===== config.mk =====
export PLATFORM = sky130hd
export DESIGN_NAME = display_scan_mux
export DESIGN_NICKNAME = d
export VERILOG_FILES = /design/src/rtl/display_pkg.sv /design/src/rtl/scan_prescaler.sv /design/src/rtl/display_scan_mux.sv
export SDC_FILE = /design/constraint.sdc
export NUM_CORES = 1
export LEC_CHECK = 0
export CORE_ASPECT_RATIO = 1.2
export CORE_UTILIZATION = 50
export CTS_CLUSTER_DIAMETER = 100
export CTS_CLUSTER_SIZE = 20
export DETAILED_ROUTE_END_ITERATION = 12
export PLACE_DENSITY_LB_ADDON = 0.12
export SETUP_SLACK_MARGIN = 0.15
export SLEW_MARGIN = 0
export SYNTH_ARGS = -nofsm -noshare
export SYNTH_HDL_FRONTEND = slang
export SYNTH_SLANG_ARGS = --single-unit

===== constraint.sdc =====
create_clock -name clk -period 2.1 [get_ports clk]
set_input_delay 0.21 -clock clk [delete_from_list [all_inputs] [get_ports clk]]
set_output_delay 0.21 -clock clk [all_outputs]
set_load 0.03 [all_outputs]

===== src/rtl/display_pkg.sv =====
// rtl/display_pkg.sv - shared constants, types and select/blanking helpers for the display scanner
//
// Purpose: common definitions imported by display_scan_mux.
// Ports:   none (package).
package display_pkg;

    localparam int DEFAULT_NDIGITS = 4;

    // Helpers work on a fixed maximum width; callers zero-extend their
    // NDIGITS-wide vectors in and truncate the results back down.
    localparam int MAX_DIGITS = 16;

    typedef logic [MAX_DIGITS-1:0]         digit_mask_t;
    typedef logic [4*MAX_DIGITS-1:0]       digit_vec_t;
    typedef logic [$clog2(MAX_DIGITS)-1:0] digit_idx_t;

    // One-hot digit select, inverted for active-low (common-anode) drive.
    function automatic digit_mask_t digit_sel(input digit_idx_t idx, input logic common_anode);
        digit_mask_t sel;
        sel      = '0;
        sel[idx] = 1'b1;
        return common_anode ? ~sel : sel;
    endfunction

    // Bit k set when digit k is a leading zero: it and every higher digit
    // are 0 with no decimal point lit. Digit 0 is never blanked.
    function automatic digit_mask_t lz_mask(input digit_vec_t digits, input digit_mask_t dps);
        digit_mask_t blank;
        logic        all_zero;
        blank    = '0;
        all_zero = 1'b1;
        for (int k = MAX_DIGITS - 1; k >= 0; k--) begin
            all_zero = all_zero & (digits[4*k +: 4] == 4'h0) & ~dps[k];
            blank[k] = all_zero & (k != 0);
        end
        return blank;
    endfunction

endpackage


===== src/rtl/scan_prescaler.sv =====
// rtl/scan_prescaler.sv - free-running divider producing one tick every DIV cycles
//
// Purpose: sets the dwell time of each digit slot.
// Ports:
//   clk   in  system clock, rising edge
//   rst_n in  asynchronous active-low reset
//   tick  out high in the cycle where the count equals DIV-1 (every cycle when DIV=1)
module scan_prescaler #(
    parameter int DIV = 50000
) (
    input  logic clk,
    input  logic rst_n,
    output logic tick
);

    localparam int CW = (DIV > 1) ? $clog2(DIV) : 1;

    logic [CW-1:0] cnt_q;
    logic [CW-1:0] cnt_d;

    assign tick = (cnt_q == CW'(DIV - 1));

    always_comb begin
        cnt_d = tick ? '0 : cnt_q + CW'(1);
    end

    always_ff @(posedge clk or negedge rst_n) begin
        if (!rst_n) begin
            cnt_q <= '0;
        end else begin
            cnt_q <= cnt_d;
        end
    end

endmodule


===== src/rtl/display_scan_mux.sv =====
// rtl/display_scan_mux.sv - time-multiplexed 7-segment digit scanner with double-buffered value
//
// Purpose: walks the digits of a double-buffered hex value, presenting one
// nibble at a time to a shared segment decoder and driving digit select and
// decimal point. New values take effect only at frame boundaries.
// Ports:
//   clk      in   system clock, rising edge
//   rst_n    in   asynchronous active-low reset
//   load     in   strobe: capture value/dp_in into the shadow buffer
//   value    in   4*NDIGITS hex digits, digit 0 in [3:0]
//   dp_in    in   NDIGITS decimal points, 1 = lit
//   nibble   out  current digit code for the decoder
//   digit_en out  one-hot digit select (active-low when COMMON_ANODE)
//   dp       out  decimal point of current digit (active-low when COMMON_ANODE)
//   pending  out  shadow buffer holds a value not yet displayed
//   frame    out  one-cycle pulse as a new frame starts
// NDIGITS must not exceed display_pkg::MAX_DIGITS.
module display_scan_mux
    import display_pkg::*;
#(
    parameter int NDIGITS      = DEFAULT_NDIGITS,
    parameter int DIV          = 50000,
    parameter int COMMON_ANODE = 1,
    parameter int BLANK_LZ     = 1
) (
    input  logic                   clk,
    input  logic                   rst_n,
    input  logic                   load,
    input  logic [4*NDIGITS-1:0]   value,
    input  logic [NDIGITS-1:0]     dp_in,
    output logic [3:0]             nibble,
    output logic [NDIGITS-1:0]     digit_en,
    output logic                   dp,
    output logic                   pending,
    output logic                   frame
);

    localparam int                 IW       = (NDIGITS > 1) ? $clog2(NDIGITS) : 1;
    localparam logic [IW-1:0]      LAST_IDX = IW'(NDIGITS - 1);
    localparam logic               DP_OFF   = (COMMON_ANODE != 0);
    localparam logic [NDIGITS-1:0] EN_OFF   = {NDIGITS{DP_OFF}};

    logic                   tick;
    logic                   boundary;
    logic [NDIGITS-1:0]     blank_mask;

    logic [IW-1:0]          idx_q, idx_d;
    logic [4*NDIGITS-1:0]   act_val_q, act_val_d;
    logic [NDIGITS-1:0]     act_dp_q, act_dp_d;
    logic [4*NDIGITS-1:0]   sh_val_q, sh_val_d;
    logic [NDIGITS-1:0]     sh_dp_q, sh_dp_d;
    logic                   pending_q, pending_d;
    logic [3:0]             nibble_q, nibble_d;
    logic [NDIGITS-1:0]     digit_en_q, digit_en_d;
    logic                   dp_q, dp_d;
    logic                   frame_q, frame_d;

    scan_prescaler #(.DIV(DIV)) u_prescaler (
        .clk   (clk),
        .rst_n (rst_n),
        .tick  (tick)
    );

    always_comb begin
        boundary = tick && (idx_q == LAST_IDX);

        idx_d = idx_q;
        if (tick) begin
            idx_d = boundary ? '0 : idx_q + IW'(1);
        end

        act_val_d = act_val_q;
        act_dp_d  = act_dp_q;
        if (boundary && pending_q) begin
            act_val_d = sh_val_q;
            act_dp_d  = sh_dp_q;
        end

        // The boundary consumes the old shadow first; a load in the same
        // cycle then refills it and keeps pending set for the next frame.
        sh_val_d  = sh_val_q;
        sh_dp_d   = sh_dp_q;
        pending_d = pending_q & ~boundary;
        if (load) begin
            sh_val_d  = value;
            sh_dp_d   = dp_in;
            pending_d = 1'b1;
        end

        frame_d = boundary;

        // Outputs are computed from the pre-edge idx/active, giving one
        // cycle of latency behind the index.
        blank_mask = NDIGITS'(lz_mask(digit_vec_t'(act_val_q), digit_mask_t'(act_dp_q)));
        nibble_d   = act_val_q[{idx_q, 2'b00} +: 4];
        dp_d       = act_dp_q[idx_q] ^ DP_OFF;
        digit_en_d = NDIGITS'(digit_sel(digit_idx_t'(idx_q), COMMON_ANODE != 0));
        if ((BLANK_LZ != 0) && blank_mask[idx_q]) begin
            digit_en_d = EN_OFF;
        end
    end

    always_ff @(posedge clk or negedge rst_n) begin
        if (!rst_n) begin
            idx_q      <= '0;
            act_val_q  <= '0;
            act_dp_q   <= '0;
            sh_val_q   <= '0;
            sh_dp_q    <= '0;
            pending_q  <= 1'b0;
            nibble_q   <= 4'h0;
            digit_en_q <= EN_OFF;
            dp_q       <= DP_OFF;
            frame_q    <= 1'b0;
        end else begin
            idx_q      <= idx_d;
            act_val_q  <= act_val_d;
            act_dp_q   <= act_dp_d;
            sh_val_q   <= sh_val_d;
            sh_dp_q    <= sh_dp_d;
            pending_q  <= pending_d;
            nibble_q   <= nibble_d;
            digit_en_q <= digit_en_d;
            dp_q       <= dp_d;
            frame_q    <= frame_d;
        end
    end

    assign nibble   = nibble_q;
    assign digit_en = digit_en_q;
    assign dp       = dp_q;
    assign pending  = pending_q;
    assign frame    = frame_q;

endmodule


Word-level counts from Yosys, hierarchy flattened
Cells that the tools add are included.
{"block": "classes", "n_bitwise": 12, "n_reduce_logical": 6, "shifts": 1, "n_div": 0, "order_cmp": 3, "multipliers": 0, "add_sub_neg": 2, "muxes": 10, "eq_ne": 2}
{"op": "16-bit by 1-bit adder with 16-bit output (second input constant)", "n": 1}
{"op": "16-bit == test (second input constant)", "n": 1}
{"op": "16-bit 2-to-1 mux", "n": 1}
{"op": "16-bit by 5-bit variable part select with 4-bit output", "n": 1}
{"op": "4-bit zero test", "n": 3}
{"op": "1-bit bitwise AND", "n": 6}
{"op": "2-bit by 5-bit < comparator with 1-bit output (second input constant)", "n": 1}
{"op": "1-bit NOT", "n": 5}
{"op": "1-bit binary-select mux with 2-bit select", "n": 2}
{"op": "1-bit 2-to-1 mux", "n": 4}
{"op": "4-bit 2-to-1 mux", "n": 1}
{"op": "4-bit NOT", "n": 1}
{"op": "1-bit logical AND", "n": 3}
{"op": "2-bit by 3-bit < comparator with 1-bit output (second input constant)", "n": 1}
{"op": "2-bit by 1-bit adder with 2-bit output (second input constant)", "n": 1}
{"op": "1-bit demux with 2-bit select", "n": 1}
{"op": "2-bit == test (second input constant)", "n": 1}
{"op": "2-bit by 1-bit >= comparator with 1-bit output (second input constant)", "n": 1}
{"op": "2-bit 2-to-1 mux", "n": 1}
{"block": "totals", "latchBits": 0, "register_bits": 69, "out_inout_bits": 11, "word_cells": 47, "input_bits": 23, "mem_bits_ro": 0, "ram_bits": 0, "memories": 0}

Logic depth before layout (Yosys ltp)
{"block": "depth", "depth_word": 9, "ltp_mapped": 6, "depth_no_buf": 5}

Cells and area by module
A second synthesis with hierarchy kept.
{"block": "unflattened", "cells_unflattened": 200, "area_unflattened_um2": 2895.3}
{"module": "display_scan_mux", "n_inst": 1, "cells_per_inst": 133, "seq_area_each_um2": 1332.5, "area_per_inst_um2": 2133.3}
{"module": "scan_prescaler", "n_inst": 1, "cells_per_inst": 67, "seq_area_each_um2": 400.4, "area_per_inst_um2": 762.0}

Worst setup path after synthesis
OpenSTA, ideal clock, no wires.
{"block": "synth_path", "kind": "register -> register", "startpoint": "reg u_prescaler.cnt_q[7]", "endpoint": "reg act_dp_q[0]", "arrival_ns": 1.930, "setup_ns": 0.125, "period_less_slack_ns": 2.055, "path_stages_with_launch": 6, "slack_ns": 0.045, "n_path_buf": 1, "required_time_ns": 1.975, "path_cell_list": "dfrtp_1 or4b_4 nor4_4 and3_4 buf_12 mux2_4"}
{"block": "synth_via", "elab_chain_cells": 3}
{"element": "from (decl)", "line_no": "scan_prescaler.sv:18", "source": "logic [CW-1:0] cnt_q;"}
{"element": "from (signal assigned)", "line_no": "scan_prescaler.sv:31", "source": "cnt_q <= cnt_d;"}
{"element": "16-bit == test", "line_no": "scan_prescaler.sv:21", "source": "assign tick = (cnt_q == CW'(DIV - 1));"}
{"element": "1-bit logical AND", "line_no": "display_scan_mux.sv:65", "source": "boundary = tick && (idx_q == LAST_IDX);"}
{"element": "1-bit logical AND", "line_no": "display_scan_mux.sv:74", "source": "if (boundary && pending_q) begin"}
{"element": "to (signal assigned)", "line_no": "display_scan_mux.sv:118", "source": "act_dp_q <= act_dp_d;"}
{"element": "to (decl)", "line_no": "display_scan_mux.sv:49", "source": "logic [NDIGITS-1:0] act_dp_q, act_dp_d;"}
No other way between the ends.
A chain may end at the register's enable or synchronous reset.

Worst setup path after layout
{"block": "layout_path", "startpoint": "reg u_prescaler.cnt_q[5]", "endpoint": "reg act_val_q[6]"}
{"block": "layout_via", "elab_chain_cells": 3}
{"element": "16-bit == test", "line_no": "scan_prescaler.sv:21"}
{"element": "1-bit logical AND", "line_no": "display_scan_mux.sv:65"}
{"element": "1-bit logical AND", "line_no": "display_scan_mux.sv:74"}
{"element": "to (signal assigned)", "line_no": "display_scan_mux.sv:117", "source": "act_val_q <= act_val_d;"}
{"element": "to (decl)", "line_no": "display_scan_mux.sv:48", "source": "logic [4*NDIGITS-1:0] act_val_q, act_val_d;"}
No other way between the ends.

==> reports/results.ini <==
[power]
power.density_mw_per_mm2=666
p_leak_nw=1.62
vdd_drop_max_mv=0.344

[cts]
cts_tree=built
clock_path_buffers=2
clkTransAtPathRegs_ps=70
cts_root_buf=clkbuf_8
clock_latency_ps=340
cts.sinks=69
h-tree-depth=3
numCtsBuffers=9

[synthesis]
synth_cell_type_count=34
yosys_warnings=0
netlist.area_leader.share_pct=54.0
yosysTopAreaCell=dfrtp_1
syn_nets=231
synth_seq_cells=69
syn_inst=203
synth_enable_flop_cells=0
seq_area_frac_synth_pct=58.4
synth_area_leaders=dfrtp_1, mux2_4, mux2_2
ys.flop_type=dfrtp_1
synth_area_mm2=0.00297
synth.avg_cell_area_um2=14.6
synthArstFlopShare_pct=100

[place]
globalplace.congestion=0.753
placed_cells=322
dpl.hpwl_um=3520
io_buffers=33

[global_routing]
grt_use_total_pct=18.6
grt_first_pass_wirelength_um=8440
overflow=0
grt_pass1_vias=1797
grt_start_max_net_pins=39
antenna_found_initial=0

[routing]
ant_nets=0
wl_per_cell_um=14.8
dr.pass1.iters=4
routed_wl_um=5040
drc_errors=0
drtIter0Drc=33
vias_per_cell=5.00
via_count=1700

[layout]
layout_commonest_cell=dfrtp_1
syn2layout_area_growth_pct=23.5
insertedDiodeCount=0
final_cell_mix=dfrtp_1, clkdlybuf4s50_1, mux2_4, mux2_2, buf_4
finalNonFillerCells=340
drive_above_1_share_pct=32.3
nNetsFinal=283

[die]
initial_core_util_pct=52.0
die_w_um=72.3
num_rows=30
die_area_mm2=0.00624
core_area_mm2=0.00571
die_h_um=86.4
io_pins=34

[timing]
slew_violations=0
clock.fmax_mhz=497
tns_ps=0
skew_ps=9.12
final.period_utilization_pct=95.9
rsz0062_at_grt=true
tightest_slew_ps=735
period_minus_slack_ps=2010
slew_headroom_pct=51.0
hold_violations=0
setup_viol=0

[setup_path]
path_buf_inv=1
startpoint_type=flip-flop
critPathSlowestCell=or4b_4
cp_slowest_stage_delay_ps=560
end_kind=flip-flop
crit_path_cell_trace=or4b_4 -> nor4_4 -> and3_4 -> buf_12 -> mux2_4
required_ps=2320
cp.arrival_ps=2230
worstPathMaxFanout=10
path_class=flip-flop to flip-flop
crit_family=simple AND/OR/NAND/NOR gates

[worst_hold_path]
hp-class=primary input to flip-flop

[outcome]
outcome=finished, final reports clean

[flow_run]
maxCapViolations=0

## per-layer routing
| layer | share of wire (%) | vias to the layer above | wire [um] | GRT usage [%] |
|---|---|---|---|---|
| li1 | - | 822 | - | - |
| met1 | 44 | 839 | 2190 | 22.5 |
| met2 | 51 | 27 | 2560 | 30.4 |
| met3 | 2.9 | 12 | 148 | 4.30 |
| met4 | 2.6 | 0 | 130 | 10.7 |
| met5 | 0 | - | 0 | 0 |
## per-stage QoR
step,worst slack [ps],hold WS (ps),power (mW),area [um2],utilization (%)
final,86.2,476,2.44,3660,64.2
after global routing,4.18,474,2.55,3660,64.2
after CTS,71.9,464,2.48,3660,64.1
after detailed placement,79.0,307,1.54,3470,60.8
after global placement,121,308,1.54,3470,60.8
after floorplan,53.8,-85.6,1.45,2970,-
## path summary, 6_finish.rpt
check / startpoint / to / slack (ps) / depth (start not counted)
max in group asynchronous: rst_n / u_prescaler.cnt_q[9] / 970 / 3
max: u_prescaler.cnt_q[5] / act_val_q[6] / 90 / 5
min in group asynchronous: rst_n / act_val_q[15] / 490 / 2
min: value[12] / sh_val_q[12] / 480 / 2
max reg2reg: u_prescaler.cnt_q[5] / act_val_q[6] / 90 / 5
min reg2reg: u_prescaler.cnt_q[0] / u_prescaler.cnt_q[0] / 490 / 1
## flip-flops by register name, summed over array words and instances, names as in the netlist
register,count
act_dp_q,4
act_val_q,16
nibble,4
digit_en,4
pending,1
dp,1
frame,1
sh_dp_q,4
sh_val_q,16
idx_q,2
u_prescaler.cnt_q,16
## power by group
| part | internal, mW | total, mW | switching (mW) |
|---|---|---|---|
| Sequential | 1.37 | 1.39 | 0.0214 |
| Clock | 0.457 | 0.927 | 0.470 |
| Combinational | 0.0757 | 0.123 | 0.0468 |
## synthesized netlist by cell type (5+ instances only)
master	count
ha_1	5
clkbuf_1	5
nor2_1	9
nand2_1	10
nand4_1	5
mux4_2	5
dfrtp_1	64
inv_1	7
xnor2_1	5
xor2_1	7
dfstp_2	5
mux2_4	20
mux2_2	20
## repair_timing
action                                  CTS  global route
endpoints found under the hold margin    26             0
endpoints found under the setup margin   20            20
hold buffers                              1             0
pin swaps                                 1             0
resized for setup                         1             1
buffers inserted                          1             0
## cells by family after synthesis
logic type | Yosys count | share of synthesized area, %
flops | 69 | 58.4
buf+inv | 14 | 2.87
simple gates | 49 | 9.66
mux | 45 | 21.5
fa+ha+maj | 5 | 2.11
compound gates | 9 | 1.86
xor+xnor | 12 | 3.54
## cell type report
class | instances | area, um2
sequential | 69 | 1730
clock buffer | 12 | 145
clock inverter | 4 | 25.0
fill | 469 | 2040
inverter | 7 | 26.3
tap | 80 | 100
timing repair buffer | 48 | 478
multi-input combinational | 120 | 1150
(Power assumes the default switching activity.)
